`config.mk`:
```
export PLATFORM = sky130hd
export DESIGN_NAME = car_crossroad_scheduler_flat
export DESIGN_NICKNAME = d
export VERILOG_FILES = /design/src/rtl/car_types_pkg.sv /design/src/rtl/car_crossroad_scheduler_if.sv /design/src/rtl/car_crossroad_scheduler_timer.sv /design/src/rtl/car_crossroad_scheduler.sv /design/src/flat_wrapper.sv
export SDC_FILE = /design/constraint.sdc
export NUM_CORES = 1
export LEC_CHECK = 0
export BUFFER_PORTS_ARGS = -buffer_cell sky130_fd_sc_hd__buf_2
export CORE_UTILIZATION = 45
export CTS_CLUSTER_SIZE = 28
export DETAILED_ROUTE_END_ITERATION = 10
export HOLD_SLACK_MARGIN = 0.03
export PLACE_DENSITY = 0.83
export SLEW_MARGIN = 20
export SYNTH_ARGS = -nofsm -noshare
export SYNTH_HDL_FRONTEND = slang
export SYNTH_SLANG_ARGS = --single-unit
```
`constraint.sdc`:
```
create_clock -name clk -period 2.4 [get_ports clk]
set_input_delay 0.36 -clock clk [delete_from_list [all_inputs] [get_ports clk]]
set_output_delay 0.36 -clock clk [all_outputs]
set_load 0.005 [all_outputs]
```
`src/rtl/car_types_pkg.sv`:
```
// Shared types and default timing for the crossroad datapath and its phase scheduler.
package car_types_pkg;

  typedef logic [3:0] car_counter_t;

  typedef enum logic [1:0] {
    A_GREEN,
    A_CLEAR,
    B_GREEN,
    B_CLEAR
  } sched_phase_t;

  localparam int SCHED_MIN_GREEN   = 4;
  localparam int SCHED_MAX_GREEN   = 10;
  localparam int SCHED_CLEAR_TICKS = 2;
  localparam int SCHED_CAR_GAP     = 2;
  localparam int SCHED_TIMER_W     = 4;

  function automatic sched_phase_t sched_next_phase(input sched_phase_t p);
    case (p)
      A_GREEN: return A_CLEAR;
      A_CLEAR: return B_GREEN;
      B_GREEN: return B_CLEAR;
      default: return A_GREEN;
    endcase
  endfunction

endpackage

```
`src/rtl/car_crossroad_scheduler_if.sv`:
```
// Bundle between the scheduler and its surroundings: lane demand and tick in, phase pulses and debug out.
interface car_crossroad_scheduler_if
  import car_types_pkg::*;
#(
  parameter int TIMER_W = SCHED_TIMER_W
) ();

  logic               tick_in;
  car_counter_t       car_counter_a1;
  car_counter_t       car_counter_a2;
  car_counter_t       car_counter_b1;
  car_counter_t       car_counter_b2;
  logic               crossroad_status_changed_out;
  logic               signal_car_to_cross_if_green_out;
  sched_phase_t       phase;
  logic [TIMER_W-1:0] phase_timer;

  modport master (
    output tick_in, car_counter_a1, car_counter_a2, car_counter_b1, car_counter_b2,
    input  crossroad_status_changed_out, signal_car_to_cross_if_green_out, phase, phase_timer
  );

  modport slave (
    input  tick_in, car_counter_a1, car_counter_a2, car_counter_b1, car_counter_b2,
    output crossroad_status_changed_out, signal_car_to_cross_if_green_out, phase, phase_timer
  );

endinterface

```
`src/rtl/car_crossroad_scheduler_timer.sv`:
```
// Tick-enabled counter with synchronous clear that either saturates at or wraps after `limit`.
module sched_tick_timer #(
  parameter int W    = 4,
  parameter bit WRAP = 1'b0
) (
  input  logic         clk,
  input  logic         rst,
  input  logic         en,
  input  logic         clr,
  input  logic [W-1:0] limit,
  output logic [W-1:0] count,
  output logic         at_limit
);

  logic [W-1:0] count_q;
  logic [W-1:0] count_d;

  assign at_limit = (count_q == limit);
  assign count    = count_q;

  always_comb begin
    count_d = count_q;
    if (en) begin
      if (clr) begin
        count_d = '0;
      end else if (at_limit) begin
        count_d = WRAP ? '0 : count_q;
      end else begin
        count_d = count_q + W'(1);
      end
    end
  end

  always_ff @(posedge clk or negedge rst) begin
    if (!rst) count_q <= '0;
    else      count_q <= count_d;
  end

endmodule

```
`src/rtl/car_crossroad_scheduler.sv`:
```
// Demand-aware phase controller: times greens and all-clears and paces car releases on green.
module car_crossroad_scheduler
  import car_types_pkg::*;
#(
  parameter int MIN_GREEN   = SCHED_MIN_GREEN,
  parameter int MAX_GREEN   = SCHED_MAX_GREEN,
  parameter int CLEAR_TICKS = SCHED_CLEAR_TICKS,
  parameter int CAR_GAP     = SCHED_CAR_GAP,
  parameter int TIMER_W     = SCHED_TIMER_W
) (
  input logic                       clk,
  input logic                       rst,
  car_crossroad_scheduler_if.slave  sched_if
);

  localparam int GAP_W = (CAR_GAP > 1) ? $clog2(CAR_GAP) : 1;
  localparam logic [TIMER_W-1:0] TIMER_LIM = TIMER_W'(MAX_GREEN);
  localparam logic [GAP_W-1:0]   GAP_LIM   = GAP_W'(CAR_GAP - 1);
  localparam logic [TIMER_W:0]   MIN_N     = (TIMER_W + 1)'(MIN_GREEN);
  localparam logic [TIMER_W:0]   MAX_N     = (TIMER_W + 1)'(MAX_GREEN);
  localparam logic [TIMER_W:0]   CLEAR_N   = (TIMER_W + 1)'(CLEAR_TICKS);

  sched_phase_t       phase_q, phase_d;
  logic               changed_q, changed_d;
  logic               release_q, release_d;
  logic               timer_clr, gap_clr;
  logic [TIMER_W-1:0] timer_count;
  logic               timer_sat_unused;
  logic [GAP_W-1:0]   gap_count_unused;
  logic               gap_at_limit;
  logic               a_dem, b_dem, dir_b, is_green, own, other, switch_now, clear_done;
  logic [TIMER_W:0]   n;

  sched_tick_timer #(.W(TIMER_W), .WRAP(1'b0)) u_phase_timer (
    .clk(clk), .rst(rst), .en(sched_if.tick_in), .clr(timer_clr),
    .limit(TIMER_LIM), .count(timer_count), .at_limit(timer_sat_unused)
  );

  sched_tick_timer #(.W(GAP_W), .WRAP(1'b1)) u_gap_timer (
    .clk(clk), .rst(rst), .en(sched_if.tick_in), .clr(gap_clr),
    .limit(GAP_LIM), .count(gap_count_unused), .at_limit(gap_at_limit)
  );

  // The timer saturates at MAX_GREEN, so n still clears MAX_N on every tick of a held green.
  always_comb begin
    a_dem      = (sched_if.car_counter_a1 != '0) | (sched_if.car_counter_a2 != '0);
    b_dem      = (sched_if.car_counter_b1 != '0) | (sched_if.car_counter_b2 != '0);
    dir_b      = (phase_q == B_GREEN) | (phase_q == B_CLEAR);
    is_green   = (phase_q == A_GREEN) | (phase_q == B_GREEN);
    own        = dir_b ? b_dem : a_dem;
    other      = dir_b ? a_dem : b_dem;
    n          = {1'b0, timer_count} + (TIMER_W + 1)'(1);
    switch_now = is_green & other & (((n >= MIN_N) & !own) | (n >= MAX_N));
    clear_done = !is_green & (n >= CLEAR_N);

    phase_d   = phase_q;
    changed_d = 1'b0;
    release_d = 1'b0;
    timer_clr = 1'b0;
    gap_clr   = 1'b0;

    if (sched_if.tick_in) begin
      if (is_green) begin
        if (switch_now) begin
          phase_d   = sched_next_phase(phase_q);
          changed_d = 1'b1;
          timer_clr = 1'b1;
          gap_clr   = 1'b1;
        end else begin
          release_d = own & gap_at_limit;
        end
      end else begin
        gap_clr = 1'b1;
        if (clear_done) begin
          phase_d   = sched_next_phase(phase_q);
          changed_d = 1'b1;
          timer_clr = 1'b1;
        end
      end
    end
  end

  always_ff @(posedge clk or negedge rst) begin
    if (!rst) begin
      phase_q   <= A_GREEN;
      changed_q <= 1'b0;
      release_q <= 1'b0;
    end else begin
      phase_q   <= phase_d;
      changed_q <= changed_d;
      release_q <= release_d;
    end
  end

  assign sched_if.phase                            = phase_q;
  assign sched_if.phase_timer                      = timer_count;
  assign sched_if.crossroad_status_changed_out     = changed_q;
  assign sched_if.signal_car_to_cross_if_green_out = release_q;

endmodule
```
`src/flat_wrapper.sv`:
```
// flat-port wrapper written by rule: the top's interface ports become plain ports
module car_crossroad_scheduler_flat import car_types_pkg::*;
#(
  parameter int MIN_GREEN   = SCHED_MIN_GREEN,
  parameter int MAX_GREEN   = SCHED_MAX_GREEN,
  parameter int CLEAR_TICKS = SCHED_CLEAR_TICKS,
  parameter int CAR_GAP     = SCHED_CAR_GAP,
  parameter int TIMER_W     = SCHED_TIMER_W
)
  (clk, rst, sched_if_tick_in, sched_if_car_counter_a1, sched_if_car_counter_a2, sched_if_car_counter_b1, sched_if_car_counter_b2, sched_if_crossroad_status_changed_out, sched_if_signal_car_to_cross_if_green_out, sched_if_phase, sched_if_phase_timer);
  car_crossroad_scheduler_if #(.TIMER_W(TIMER_W)) sched_if_i ();
  input logic clk;
  input logic rst;
  input wire logic [$bits(sched_if_i.tick_in)-1:0] sched_if_tick_in;
  input wire logic [$bits(sched_if_i.car_counter_a1)-1:0] sched_if_car_counter_a1;
  input wire logic [$bits(sched_if_i.car_counter_a2)-1:0] sched_if_car_counter_a2;
  input wire logic [$bits(sched_if_i.car_counter_b1)-1:0] sched_if_car_counter_b1;
  input wire logic [$bits(sched_if_i.car_counter_b2)-1:0] sched_if_car_counter_b2;
  output wire logic [$bits(sched_if_i.crossroad_status_changed_out)-1:0] sched_if_crossroad_status_changed_out;
  output wire logic [$bits(sched_if_i.signal_car_to_cross_if_green_out)-1:0] sched_if_signal_car_to_cross_if_green_out;
  output wire logic [$bits(sched_if_i.phase)-1:0] sched_if_phase;
  output wire logic [$bits(sched_if_i.phase_timer)-1:0] sched_if_phase_timer;
  assign sched_if_i.tick_in = sched_if_tick_in;
  assign sched_if_i.car_counter_a1 = sched_if_car_counter_a1;
  assign sched_if_i.car_counter_a2 = sched_if_car_counter_a2;
  assign sched_if_i.car_counter_b1 = sched_if_car_counter_b1;
  assign sched_if_i.car_counter_b2 = sched_if_car_counter_b2;
  assign sched_if_crossroad_status_changed_out = sched_if_i.crossroad_status_changed_out;
  assign sched_if_signal_car_to_cross_if_green_out = sched_if_i.signal_car_to_cross_if_green_out;
  assign sched_if_phase = sched_if_i.phase;
  assign sched_if_phase_timer = sched_if_i.phase_timer;
  car_crossroad_scheduler #(.MIN_GREEN(MIN_GREEN), .MAX_GREEN(MAX_GREEN), .CLEAR_TICKS(CLEAR_TICKS), .CAR_GAP(CAR_GAP), .TIMER_W(TIMER_W)) u_core (.clk(clk), .rst(rst), .sched_if(sched_if_i));
endmodule
```
======== Word-level counts from Yosys, hierarchy flattened ========
Cells that the tools add are included.
word-level totals
  output and inout bits ................... 8
  input bits .............................. 19
  register bits after elaboration ......... 9
operators by class
  $lt $le $gt $ge ......................... 3
  add/sub/neg operators ................... 3
  reduce and logical (&&, ||, !) cells .... 10
  bitwise logic cells ..................... 10
  equal/unequal tests ..................... 6
  multiplexer cells ....................... 19
operator list
  operator                                                number
  nonzero test 4 bit                                      4
  2-to-1 mux 1 bit                                        13
  2-to-1 mux 4 bit                                        2
  2-to-1 mux 2 bit                                        3
  one-hot mux 2 bit (3 select lines)                      1
  adder 4 x 1 -> 5 bit (second input constant)            1
  AND 1 bit                                               5
  >= comparator 5 x 2 -> 1 bit (second input constant)    1
  >= comparator 5 x 3 -> 1 bit (second input constant)    1
  >= comparator 5 x 4 -> 1 bit (second input constant)    1
  OR 1 bit                                                5
  adder 4 x 1 -> 4 bit (second input constant)            1
  == test 2 bit (second input constant)                   2
  == test 4 bit (second input constant)                   1
  AND reduction 3 bit                                     1
  == test 2 x 1 -> 1 bit (second input constant)          1
  logical NOT 1 bit                                       2
  logical NOT 2 bit                                       1
  inequality test 2 x 1 -> 1 bit (second input constant)  1
  inequality test 2 bit (second input constant)           1
  AND reduction 2 bit                                     1
  nonzero test 2 bit                                      1
  adder 1 bit (second input constant)                     1

======== Depth between registers and ports, before layout ========
  depth in word-level cells ............... 12
  gate-level depth with buffers ........... 7
  depth with buffers taken out ............ 7

======== Hierarchy ========
A second synthesis with hierarchy kept.
unflattened totals
  cells, all modules ...................... 80
  area total of the unflattened synthesis .. 789.5 µm²
modules (own cells, without submodules)
  module                                   cells an instance  area an instance (µm²)  times used
  car_crossroad_scheduler                  46                 441.7                   1
  sched_tick_timer (u_core.u_phase_timer)  29                 294.0                   1
  sched_tick_timer (u_core.u_gap_timer)    5                  53.8                    1

======== Least setup slack after synthesis ========
No wires, ideal clock.
  kind .................................... register to register
  start point ............................. register u_core.u_phase_timer.count_q[0] (netlist: u_core.u_phase_timer.count[0])
  end point ............................... register u_core.phase_q[1] (netlist: u_core.sched_if.phase[1])
  arrival ................................. 1.912 ns
  path buffers ............................ 0
  library setup time ...................... 0.134 ns
  cell stages (with the launch flop) ...... 7
  slack ................................... 0.354 ns
  cells stage by stage .................... dfrtp_1 -> inv_1 -> ha_1 -> a32o_1 -> a211o_1 -> a211oi_4 -> o311ai_1
between the ends
  longest elaborated chain between the ends .. 7
ends and longest elaborated chain
  item                               RTL line                             text
  start, declared                    car_crossroad_scheduler_timer.sv:15  logic [W-1:0] count_q;
  start signal, assigned             car_crossroad_scheduler_timer.sv:36  else count_q <= count_d;
  adder 4 x 1 -> 5 bit (*)           car_crossroad_scheduler.sv:52        n = {1'b0, timer_count} + (TIMER_W + 1)'(1);
  >= comparator 5 x 3 -> 1 bit       car_crossroad_scheduler.sv:53        switch_now = is_green & other & (((n >= MIN_N) & !own) | (n >= MAX_N));
  AND 1 bit                          car_crossroad_scheduler.sv:53
  OR 1 bit                           car_crossroad_scheduler.sv:53
  AND 1 bit                          car_crossroad_scheduler.sv:53
  inequality test 2 bit (no line)    --
  AND reduction 3 bit (no line) (*)  --
  end signal, assigned               car_crossroad_scheduler.sv:89        phase_q <= phase_d;
  end, declared                      car_crossroad_scheduler.sv:23        sched_phase_t phase_q, phase_d;
Mark *: on every way between the ends. The rest lies on a longest branch, timed or not.
A chain may end at the register's enable or synchronous reset.

======== Worst setup path after layout ========
Ends and elaborated chain as after synthesis.

==> flow_summary_export.csv <==
group,metric,value,unit
power_and_ir_drop,p_switching,398.9,uW
floorplan,dieArea,1652,sq um
global_route,grt.overflow.total,0,
yosys,ys_seq_area_share,33.52,%
clocking,clkTransAtPathRegs,0.07,ns
yosys,synth_top_cell_by_area,"dfrtp_1",
placed_design,place.gp.congestion,0.7971,
yosys,ys_ff_latch,9,
worst_setup_path,endpoint_kind,"flop",
min_path,min_to,"u_core.sched_if.signal_car_to_cross_if_green_out",
timing,rsz0062_at_grt,"no",
power_and_ir_drop,vdd_ir_drop_max,0.7400,mV
final_layout,area_delta_synth_final,26.44,%
outcome,outcome,"finished, final reports clean",
timing,finalHoldViolCount,0,
min_path,hold_start,"sched_if_tick_in",
worst_setup_path,cp_max_fo,10,
power_and_ir_drop,clkPwrFrac,13.6,%
floorplan,initial_core_util,49.77,%
timing,period_share,95.24,%
clocking,cts_tree,"done",
clocking,htree_levels,1,
min_path,min_path_type,"in2reg",
clocking,cts-buffers-inserted,3,
placed_design,dp.cells,114,
placed_design,place_area,813.3,sq um
worst_setup_path,worst_r2r_path_depth,6,
worst_setup_path,reg2reg_slack,0.11,ns
route,first_pass_iters,4,
power_and_ir_drop,p_comb_share,50.8,%
floorplan,ios,27,
worst_setup_path,start_kind,"flop",
route,drc_errors,0,
clocking,insertion_delay,0.26,ns
yosys,syn_nets,99,
global_route,grt_pass1_vias,597,
timing,fin_crit,2.286,ns
min_path,holdPathStages,3,
worst_setup_path,r2r_start,"u_core.u_phase_timer.count[0]",
yosys,synth_area_leaders,"dfrtp_1 (34%), ha_1 (11%), nor4_1 (4.7%), a21oi_1 (4.5%), a211oi_4 (3.0%)",
global_route,antenna_found_initial,0,
global_route,grt_max_degree,11,
placed_design,port_buffers,26,
power_and_ir_drop,p_leak,0.0004152,uW
clocking,clkSinkCount,9,
timing,final-setup-viol-count,0,
yosys,yosysTopAreaCellShare,33.52,%
worst_setup_path,rr_endpoint,"u_core.sched_if.phase[1]",
global_route,grt.total_usage,23.72,%
yosys,avgSynthCellArea,9.080,sq um
route,antenna_left,0,
yosys,synth.cell_area,671.9,sq um
placed_design,hpwlAfterDp,1244,microns
floorplan,core,1350,sq um
power_and_ir_drop,seqPwrFrac,35.5,%
clocking,cts_root_buf,"clkbuf_4",
floorplan,die_h,40.64,microns
route,drt-total-wl,1651,microns
global_route,grt_pass1_wl,2566,microns
timing,worst_pin_slew,0.3870,ns
worst_setup_path,critical_path_required,2.53,ns
timing,setup_tns,0,ns
route,avgRoutedWirePerCell,13.87,microns
run,cap_violations,0,
worst_setup_path,crit_arrival,2.42,ns
power_and_ir_drop,p_per_area,1037,nW/um^2
yosys,synthDistinctLibCells,30,
timing,skew,0.01070,ns
route,via_per_inst,5.941,
timing,slew_violations,0,
clocking,cts_setup_buffers,0,
floorplan,die_width,40.64,microns
power_and_ir_drop,switching_share,45.29,%
timing,max_slew_margin,74.12,%
worst_setup_path,criticalPathCategory,"reg2reg",
yosys,synthCells,74,
route,drt-initial-drc-count,13,
final_layout,stdcell_area,849.6,sq um
floorplan,rows,13,
route,vias,707,
final_layout,final_cells,119,
yosys,yosysWarnings,0,
power_and_ir_drop,p_int,481.9,uW
final_layout,diodes,0,
timing,clock.fmax,437.5,MHz
power_and_ir_drop,fin_total_pwr,880.8,uW
final_layout,drive_gt1_share,30.77,%
clocking,clock_path_buffers,2,
final_layout,nets,130,
final_layout,layout.core_utilization,62.93,%
critical path, cell delays in order (launching register included):
cell      delay (ns)
dfrtp_1         0.50
inv_1           0.13
ha_1            0.36
a32o_1          0.24
a211o_1         0.36
a211oi_4        0.43
o311ai_1        0.15
through the flow:
| stage | hold WS [ns] | setup slack, ns |
|---|---|---|
| final | 0.3951 | 0.1142 |
| after global routing | 0.3982 | 0.008353 |
| after CTS | 0.3902 | 0.1213 |
| after detailed placement | 0.2247 | 0.1274 |
| after global placement | 0.2159 | 0.2747 |
| after floorplan | 0.06441 | 0.3536 |
timing repair:
item / 4_1_cts / 5_1_grt
endpoints found under the hold margin: 9 / 0
hold buffers: 1 / 0
resized for setup: 0 / 0
Yosys cell counts:
master and instances:
a2111oi_2 1, a211o_1 2, a211oi_1 1, a211oi_4 1, a21oi_1 6, a32o_1 1, and2_1 3, buf_1 1
buf_6 1, dfrtp_1 9, ha_1 6, inv_1 5, nand2_1 5, nand2b_1 2, nand3_1 3, nand3b_1 1
nand4_1 1, nor2_1 5, nor3_1 3, nor4_1 5, o211ai_1 1, o21ai_0 2, o21ba_1 1, o221ai_1 1
o2bb2ai_1 1, o311a_1 1, o311ai_1 1, or2_1 1, or3_1 1, xor2_1 2
area by class of cell:
| cell class | instances | area (sq um) |
|---|---|---|
| timing repair buffer | 28 | 147.6 |
| fill | 118 | 500.5 |
| sequential | 9 | 225.2 |
| multi-input combinational | 58 | 412.9 |
| inverter | 5 | 18.77 |
| tap | 15 | 18.77 |
| clock buffer | 4 | 26.28 |
power by group through the flow:
stage | clock network [uW] | registers, uW | logic [uW]
6_report | 120 | 313 | 448
2_1_floorplan | 0 | 287 | 337
3_3_place_gp | 0 | 308 | 425
3_5_place_dp | 0 | 312 | 442
5_1_grt | 131 | 327 | 506
4_1_cts | 122 | 310 | 448
metal layers:
metal	wire (microns)	track usage, %	vias up
li1	-	-	336
met1	654	27.95	323
met2	836	42.46	44
met3	136	5.435	4
met4	23	6.667	0
met5	0	0	-
registers in the layout (all words and copies together), names as in the netlist:
name and count:
u_core.sched_if.crossroad_status_changed_out 1, u_core.sched_if.phase 2, u_core.sched_if.signal_car_to_cross_if_green_out 1, u_core.u_gap_timer.count 1
u_core.u_phase_timer.count 4
placed cells by master (no fill, tap or decap), drive strengths merged, types with 3 or more instances in the layout:
master	count
buf	27
dfrtp	9
a21oi	6
ha	6
inv	5
nand2	5
nor2	5
nor4	5
clkbuf	4
and2	3
nand3	3
nor3	3
worst max path at each step:
stage | start | to | slack, ns | depth (start not counted)
2_1_floorplan | u_core.u_phase_timer.count[0] | u_core.sched_if.phase[1] | 0.35 | 6
3_3_place_gp | u_core.u_phase_timer.count[0] | u_core.sched_if.phase[1] | 0.27 | 6
3_5_place_dp | u_core.u_phase_timer.count[0] | u_core.sched_if.phase[1] | 0.13 | 6
4_1_cts | u_core.u_phase_timer.count[0] | u_core.sched_if.phase[1] | 0.12 | 6
5_1_grt | u_core.u_phase_timer.count[0] | u_core.sched_if.phase[1] | 0.008 | 6
6_report | u_core.u_phase_timer.count[0] | u_core.sched_if.phase[1] | 0.11 | 6
logic make-up after synthesis:
family | count (synthesis) | synth area share, %
buf+inv | 7 | 5.028
simple gates | 30 | 23.28
xor+xnor | 2 | 2.608
compound gates | 20 | 24.40
fa+ha+maj | 6 | 11.17
flops | 9 | 33.52
Power figures use the tool's default switching activity.
